===== config.mk =====
export PLATFORM = sky130hd
export DESIGN_NAME = caravel_bf16_addsub
export DESIGN_NICKNAME = d
export VERILOG_FILES = /design/src/rtl/bf16_pkg.sv /design/src/rtl/bf16_lzc.sv /design/src/rtl/caravel_bf16_addsub.sv
export SDC_FILE = /design/constraint.sdc
export NUM_CORES = 1
export LEC_CHECK = 0
export CORE_UTILIZATION = 50
export CTS_BUF_LIST = sky130_fd_sc_hd__clkbuf_8
export DETAILED_ROUTE_END_ITERATION = 10
export GPL_TIMING_DRIVEN = 1
export PLACE_DENSITY = 0.8
export SLEW_MARGIN = 20
export SYNTH_ARGS = -nofsm -noshare
export SYNTH_HDL_FRONTEND = slang
export SYNTH_SLANG_ARGS = --single-unit

===== constraint.sdc =====
create_clock -name clock -period 7.6 [get_ports clock]
set_clock_uncertainty 0.15 [all_clocks]
set_input_delay 1.52 -clock clock [delete_from_list [all_inputs] [get_ports clock]]
set_output_delay 1.52 -clock clock [all_outputs]
set_load 0.1 [all_outputs]

===== src/rtl/bf16_pkg.sv =====
// bf16_pkg: shared types and constants for the bfloat16 add/subtract datapath.
//   bf16_t        packed bfloat16 view {sign, exp[7:0], frac[6:0]}
//   BF16_*        canonical quiet NaN and signed infinities
//   EXP_BIAS      exponent bias (127)
//   FLAG_*        bit positions inside the 4-bit {NV, OF, UF, NX} flag vector
package bf16_pkg;

    typedef struct packed {
        logic       sign;
        logic [7:0] exp;
        logic [6:0] frac;
    } bf16_t;

    localparam logic [15:0] BF16_QNAN = 16'h7FC0;
    localparam logic [15:0] BF16_PINF = 16'h7F80;
    localparam logic [15:0] BF16_NINF = 16'hFF80;
    localparam int          EXP_BIAS  = 127;

    localparam int FLAG_NV = 3;
    localparam int FLAG_OF = 2;
    localparam int FLAG_UF = 1;
    localparam int FLAG_NX = 0;

endpackage


===== src/rtl/bf16_lzc.sv =====
// bf16_lzc: 11-bit leading-zero counter used to renormalize after an
// effective subtraction.
//   din    11-bit significand (hidden bit at [10], G/R/S at [2:0])
//   count  number of leading zeros, 0..11 (11 only for an all-zero input)
module bf16_lzc (
    input  logic [10:0] din,
    output logic [3:0]  count
);

    // Ascending scan: the highest set bit is visited last and wins.
    always_comb begin
        count = 4'd11;
        for (int i = 0; i <= 10; i++) begin
            if (din[i]) count = 4'(10 - i);
        end
    end

endmodule


===== src/rtl/caravel_bf16_addsub.sv =====
// caravel_bf16_addsub: pipelined bfloat16 adder/subtractor, round-to-nearest-even,
// subnormal inputs flushed to signed zero.
//   clock      rising-edge clock
//   reset      synchronous active-high reset (clears valids, result, flags)
//   in_valid   operands valid this cycle (one operation per cycle, no backpressure)
//   op         0 = a+b, 1 = a-b
//   a, b       bfloat16 operands
//   out_valid  result/flags valid
//   result     bfloat16 result (holds while out_valid is low)
//   flags      {NV, OF, UF, NX}
// Optional build macro BF16_PIPE_EN inserts a register between normalization
// and rounding (latency 3 instead of 2).
module caravel_bf16_addsub
    import bf16_pkg::*;
(
    input  logic        clock,
    input  logic        reset,
    input  logic        in_valid,
    input  logic        op,
    input  logic [15:0] a,
    input  logic [15:0] b,
    output logic        out_valid,
    output logic [15:0] result,
    output logic [3:0]  flags
);

`ifdef BF16_PIPE_EN
    localparam int LATENCY = 3;
`else
    localparam int LATENCY = 2;
`endif
    localparam logic signed [9:0] EXP_MAX = 10'(2 * EXP_BIAS + 1);

    // Returns {result[15:0], flags[3:0]} for a normalized significand
    // (hidden bit at [10], guard/round/sticky at [2:0]).
    function automatic logic [19:0] round_rne(input logic              sign,
                                              input logic signed [9:0] exp,
                                              input logic [10:0]       sig);
        logic [8:0]        mant;
        logic signed [9:0] e;
        logic              up;
        logic [15:0]       res;
        logic [3:0]        fl;
        up   = sig[2] & (sig[1] | sig[0] | sig[3]);
        mant = {1'b0, sig[10:3]} + 9'(up);
        e    = exp;
        if (mant[8]) begin
            mant = mant >> 1;
            e    = e + 10'sd1;
        end
        fl          = '0;
        fl[FLAG_NX] = |sig[2:0];
        if (exp <= 10'sd0) begin
            res         = {sign, 15'h0000};
            fl[FLAG_UF] = 1'b1;
            fl[FLAG_NX] = 1'b1;
        end else if (e >= EXP_MAX) begin
            res         = sign ? BF16_NINF : BF16_PINF;
            fl[FLAG_OF] = 1'b1;
            fl[FLAG_NX] = 1'b1;
        end else begin
            res = {sign, e[7:0], mant[6:0]};
        end
        return {res, fl};
    endfunction

    // ---- stage 0: unpack, special cases, swap and align ----
    bf16_t       ua_p0, ub_p0, big_p0, small_p0;
    logic        a_nan_p0, b_nan_p0, a_inf_p0, b_inf_p0, a_zero_p0, b_zero_p0;
    logic        byp_p0;
    logic [15:0] byp_res_p0;
    logic [3:0]  byp_flags_p0;
    logic [7:0]  exp_diff_p0;
    logic [3:0]  sh_amt_p0;
    logic [21:0] sh_p0;
    logic [10:0] small_sig_p0;

    assign ua_p0     = bf16_t'(a);
    assign ub_p0     = bf16_t'({b[15] ^ op, b[14:0]});
    assign a_nan_p0  = (&ua_p0.exp) & (|ua_p0.frac);
    assign b_nan_p0  = (&ub_p0.exp) & (|ub_p0.frac);
    assign a_inf_p0  = (&ua_p0.exp) & ~(|ua_p0.frac);
    assign b_inf_p0  = (&ub_p0.exp) & ~(|ub_p0.frac);
    assign a_zero_p0 = (ua_p0.exp == 8'h00);
    assign b_zero_p0 = (ub_p0.exp == 8'h00);

    always_comb begin
        byp_p0       = 1'b1;
        byp_res_p0   = 16'h0000;
        byp_flags_p0 = 4'h0;
        if (a_nan_p0 | b_nan_p0) begin
            byp_res_p0            = BF16_QNAN;
            byp_flags_p0[FLAG_NV] = (a_nan_p0 & ~ua_p0.frac[6]) | (b_nan_p0 & ~ub_p0.frac[6]);
        end else if (a_inf_p0 & b_inf_p0) begin
            if (ua_p0.sign != ub_p0.sign) begin
                byp_res_p0            = BF16_QNAN;
                byp_flags_p0[FLAG_NV] = 1'b1;
            end else begin
                byp_res_p0 = ua_p0;
            end
        end else if (a_inf_p0) begin
            byp_res_p0 = ua_p0;
        end else if (b_inf_p0) begin
            byp_res_p0 = ub_p0;
        end else if (a_zero_p0 & b_zero_p0) begin
            byp_res_p0 = {ua_p0.sign & ub_p0.sign, 15'h0000};
        end else if (a_zero_p0) begin
            byp_res_p0 = ub_p0;
        end else if (b_zero_p0) begin
            byp_res_p0 = ua_p0;
        end else begin
            byp_p0 = 1'b0;
        end
    end

    always_comb begin
        big_p0       = ua_p0;
        small_p0     = ub_p0;
        if (ub_p0[14:0] > ua_p0[14:0]) begin
            big_p0   = ub_p0;
            small_p0 = ua_p0;
        end
        exp_diff_p0  = big_p0.exp - small_p0.exp;
        sh_amt_p0    = (exp_diff_p0 > 8'd10) ? 4'd10 : exp_diff_p0[3:0];
        // Bits falling off the low end collapse into the sticky position.
        sh_p0        = {1'b1, small_p0.frac, 3'b000, 11'h000} >> sh_amt_p0;
        small_sig_p0 = {sh_p0[21:12], sh_p0[11] | (|sh_p0[10:0])};
    end

    // ---- stage 1 registers: aligned operands ----
    logic        sign_p1, eff_sub_p1, byp_p1;
    logic [7:0]  exp_p1;
    logic [10:0] big_sig_p1, small_sig_p1;
    logic [15:0] byp_res_p1;
    logic [3:0]  byp_flags_p1;

    always_ff @(posedge clock) begin
        sign_p1      <= big_p0.sign;
        eff_sub_p1   <= ua_p0.sign ^ ub_p0.sign;
        exp_p1       <= big_p0.exp;
        big_sig_p1   <= {1'b1, big_p0.frac, 3'b000};
        small_sig_p1 <= small_sig_p0;
        byp_p1       <= byp_p0;
        byp_res_p1   <= byp_res_p0;
        byp_flags_p1 <= byp_flags_p0;
    end

    // ---- stage 1: add/subtract and normalize ----
    logic [11:0]       sum_p1;
    logic [10:0]       diff_p1, nrm_sig_p1;
    logic [3:0]        lz_p1;
    logic signed [9:0] nrm_exp_p1;
    logic              nrm_byp_p1;
    logic [15:0]       nrm_byp_res_p1;

    assign sum_p1  = {1'b0, big_sig_p1} + {1'b0, small_sig_p1};
    assign diff_p1 = big_sig_p1 - small_sig_p1;

    bf16_lzc u_lzc (
        .din   (diff_p1),
        .count (lz_p1)
    );

    always_comb begin
        nrm_sig_p1     = sum_p1[10:0];
        nrm_exp_p1     = $signed({2'b00, exp_p1});
        nrm_byp_p1     = byp_p1;
        nrm_byp_res_p1 = byp_res_p1;
        if (eff_sub_p1) begin
            nrm_sig_p1 = diff_p1 << lz_p1;
            nrm_exp_p1 = $signed({2'b00, exp_p1}) - $signed({6'b000000, lz_p1});
            // Exact cancellation yields +0 regardless of operand signs.
            if (!byp_p1 && diff_p1 == 11'h000) begin
                nrm_byp_p1     = 1'b1;
                nrm_byp_res_p1 = 16'h0000;
            end
        end else if (sum_p1[11]) begin
            nrm_sig_p1 = {sum_p1[11:2], sum_p1[1] | sum_p1[0]};
            nrm_exp_p1 = $signed({2'b00, exp_p1}) + 10'sd1;
        end
    end

    logic              rnd_sign, rnd_byp;
    logic signed [9:0] rnd_exp;
    logic [10:0]       rnd_sig;
    logic [15:0]       rnd_byp_res;
    logic [3:0]        rnd_byp_flags;

`ifdef BF16_PIPE_EN
    // ---- stage 2 registers: normalized sum ----
    always_ff @(posedge clock) begin
        rnd_sign      <= sign_p1;
        rnd_exp       <= nrm_exp_p1;
        rnd_sig       <= nrm_sig_p1;
        rnd_byp       <= nrm_byp_p1;
        rnd_byp_res   <= nrm_byp_res_p1;
        rnd_byp_flags <= byp_flags_p1;
    end
`else
    assign rnd_sign      = sign_p1;
    assign rnd_exp       = nrm_exp_p1;
    assign rnd_sig       = nrm_sig_p1;
    assign rnd_byp       = nrm_byp_p1;
    assign rnd_byp_res   = nrm_byp_res_p1;
    assign rnd_byp_flags = byp_flags_p1;
`endif

    // ---- final stage: round and register outputs ----
    logic [19:0]        rnd_out;
    logic [LATENCY-1:0] vld_p;

    assign rnd_out   = round_rne(rnd_sign, rnd_exp, rnd_sig);
    assign out_valid = vld_p[LATENCY-1];

    always_ff @(posedge clock) begin
        if (reset) begin
            vld_p  <= '0;
            result <= 16'h0000;
            flags  <= 4'h0;
        end else begin
            vld_p <= {vld_p[LATENCY-2:0], in_valid};
            if (vld_p[LATENCY-2]) begin
                result <= rnd_byp ? rnd_byp_res   : rnd_out[19:4];
                flags  <= rnd_byp ? rnd_byp_flags : rnd_out[3:0];
            end
        end
    end

endmodule


==> impl_metrics.json, run 1 <==
{
  "synth_cell_types": 92,
  "rows": 43,
  "vias": 7633,
  "antenna_found_initial": 0,
  "cts_hold_buf": 0,
  "gr-total-overflow": 0,
  "synthCells": 941,
  "cts.clk_slew.worst_paths_ns": 0.08,
  "area_growth_pct": 11.7,
  "drive_gt1_frac": 0.0719,
  "grt_usage": 0.288,
  "final_max_slew_viol_count": 0,
  "outcome": "completed",
  "finalPower_mw": 1.59,
  "gp_congestion": 1.02,
  "ys_warn_count": 0,
  "critPathLaunchType": "input port",
  "num_io_pins": 57,
  "grt_max_degree": 34,
  "die_height_microns": 121,
  "crit_type": "input port to flip-flop",
  "syn_area_sq_um": 7050,
  "synth_seq_cells": 68,
  "r2r-start": "small_sig_p1[0]$_DFF_P_",
  "hold_violations": 0,
  "place_ws_ns": 0.649,
  "cts_buffer_depth": 2,
  "max_slew_margin": 0.300,
  "viasPerCell": 6.62,
  "rrSetupSlack_ns": 0.98,
  "ys_top_cells_by_count": "nand2_1 (88), nor2_1 (70), dfxtp_1 (68)",
  "crit_arrival_ns": 6.92,
  "htreeDepth": 3,
  "nets": 1048,
  "ys_async_sr_fraction": 0,
  "ys_top_cells_by_area": "dfxtp_1 (19%), ha_1 (7.5%), nand2_1 (4.7%)",
  "grt_pass1_vias": 6861,
  "cts_tree": "done",
  "syn_area_per_cell_sq_um": 7.49,
  "seq_area_sq_um": 1360,
  "maxCapViolations": 0,
  "setup-tns-final_ns": 0,
  "vdd_drop_max_v": 0.0000935,
  "detail_route.wirelength_microns": 21000,
  "hold_start": "flags[1]$_SDFFE_PP0P_",
  "path_max_fanout": 13,
  "required_ns": 7.73,
  "wire_per_inst_microns": 18.2,
  "clk_latency_ns": 0.36,
  "synth_edf_count": 0,
  "power_density_nw_per_um2": 202,
  "pwr-share-clk": 0.176,
  "first_pass_iters": 6,
  "min_to": "flags[1]$_SDFFE_PP0P_",
  "grt_pass1_wl_microns": 34300,
  "synth_most_common_cell": "nand2_1",
  "dp_hpwl_microns": 16300,
  "tightest_slew_ns": 1.05,
  "reg2reg_to": "result[3]$_SDFFE_PP0P_",
  "cts-root-buf": "clkbuf_8",
  "clock_sinks": 68,
  "r2r_cells": 21,
  "nFillCells": 1251,
  "synth_seq_area_share": 0.193,
  "cts_buffers": 9,
  "power_leakage_nw": 2.96,
  "switching_share": 0.479,
  "min_path_cells": 2,
  "drtIter0Drc": 962,
  "seq_power_share": 0.261,
  "hp-class": "flip-flop to flip-flop",
  "fin_crit_ns": 6.79,
  "switching_power_uw": 760,
  "multiInputGateArea_sq_um": 5240,
  "n_antenna_cell": 0,
  "synthFlopType": "dfxtp_1",
  "fmax_mhz": 147,
  "die_w_microns": 121,
  "coreArea_sq_um": 13800,
  "setup_viol": 0,
  "worstSetupEndpointType": "flip-flop",
  "post_cts_buffers": 0,
  "post_cts_resized": 0,
  "p_int_uw": 827,
  "die_area_sq_um": 14600,
  "drc": 0,
  "synth_top_area_frac": 0.193,
  "start_util": 0.510,
  "finalCritPeriodShare": 0.893,
  "syn-num-nets": 1021,
  "synth_top_area_cell": "dfxtp_1",
  "pwr-share-comb": 0.564,
  "startpoint": "a[7]",
  "worst_slack_ns": 0.811,
  "rsz0062_at_grt": "no",
  "io_buffers": 56,
  "ant_nets": 0
}
registers in the layout, summed over array words and instances (netlist names):
signal / count
big_sig_p1: 7
rnd_sign: 1
byp_flags_p1: 1
byp_res_p1: 16
byp_p1: 1
vld_p: 2
eff_sub_p1: 1
small_sig_p1: 11
result: 16
exp_p1: 8
flags: 4
worst max-delay path, cell delays in order:
cell	delay (ns)
clkdlybuf4s50_1	0.55
inv_1	0.12
ha_1	0.56
clkinv_1	0.36
nor3_1	0.48
o21ai_0	0.38
a2111oi_0	0.83
o31a_1	0.19
o21ai_0	0.08
a211oi_1	0.24
a31oi_1	0.07
buf_4	0.20
nor3_1	0.18
buf_4	0.20
mux2_2	0.38
a31oi_1	0.27
a211oi_1	0.11
a31oi_1	0.19
cell usage in the layout (no fill, tap or decap), types with 18 or more instances in the layout:
master / instances
nor3_1: 29
nand4_1: 18
a211oi_1: 25
a21oi_1: 53
xnor2_1: 23
o21ai_0: 62
nor2_1: 70
ha_1: 42
nand2_1: 88
nand3_1: 35
dfxtp_1: 68
clkdlybuf4s50_1: 56
inv_1: 54
metal layers:
metal / global-route usage / up-vias / wire length [microns]
met5: 0 / - / 0
met4: 0.106 / 0 / 539
met3: 0.0264 / 49 / 1390
met2: 0.462 / 384 / 9660
met1: 0.401 / 3546 / 9380
li1: - / 3654 / -
power by group through the flow:
stage,Clock [mW],Sequential [mW],Combinational (mW)
4_1_cts,0.284,0.413,0.875
2_1_floorplan,0,0.497,0.590
5_1_grt,0.296,0.417,0.971
6_report,0.279,0.414,0.894
3_5_place_dp,0,0.421,0.871
3_3_place_gp,0,0.420,0.868
area by class of cell:
type / count / area share
Inverter: 57 / 0.0272
Tap cell: 180 / 0.0286
Multi-Input combinational cell: 764 / 0.665
Clock inverter: 6 / 0.00588
Timing Repair Buffer: 68 / 0.0827
Sequential cell: 68 / 0.173
Clock buffer: 10 / 0.0175
how the worst max path moves through the flow:
stage / endpoint / slack (ns) / cells after the start
6_report: small_sig_p1[0]$_DFF_P_ / 0.81 / 18
3_3_place_gp: small_sig_p1[0]$_DFF_P_ / 0.73 / 17
5_1_grt: small_sig_p1[0]$_DFF_P_ / 0.47 / 18
3_5_place_dp: small_sig_p1[0]$_DFF_P_ / 0.65 / 18
2_1_floorplan: small_sig_p1[0]$_DFF_P_ / 1.76 / 21
4_1_cts: small_sig_p1[0]$_DFF_P_ / 1.01 / 18
metrics by stage:
| step | std cells | hold slack [ns] | cell area, sq um | util |
|---|---|---|---|---|
| floorplan | 941 | 0.299 | 7050 | - |
| finish | 1153 | 0.321 | 7870 | 0.569 |
| CTS | 1153 | 0.321 | 7870 | 0.569 |
| global placement | 1137 | 0.305 | 7690 | 0.556 |
| detailed placement | 1137 | 0.311 | 7690 | 0.556 |
| global route | 1153 | 0.359 | 7870 | 0.569 |
kinds of logic after synthesis:
| kind of cell | count (synthesis) | share of synthesized area |
|---|---|---|
| AOI/OAI and AO/OA | 326 | 0.348 |
| adders and majority gates | 44 | 0.0802 |
| DFF | 68 | 0.193 |
| xor gates and xnor gates | 31 | 0.0385 |
| and+or+nand+nor | 349 | 0.256 |
| muxes | 14 | 0.0206 |
| buffers and inverters | 109 | 0.0641 |
Note: power is estimated with default switching activity, not from simulation.
==> run 2: changes to the inputs <==
--- a/config.mk
+++ b/config.mk
@@ -8,7 +8,6 @@
 export CORE_UTILIZATION = 50
 export CTS_BUF_LIST = sky130_fd_sc_hd__clkbuf_8
 export DETAILED_ROUTE_END_ITERATION = 10
-export GPL_TIMING_DRIVEN = 1
 export PLACE_DENSITY = 0.8
 export SLEW_MARGIN = 20
 export SYNTH_ARGS = -nofsm -noshare
==> results of run 2 <==
No change in the layout: final DEF, timing and power equal those of run 1.
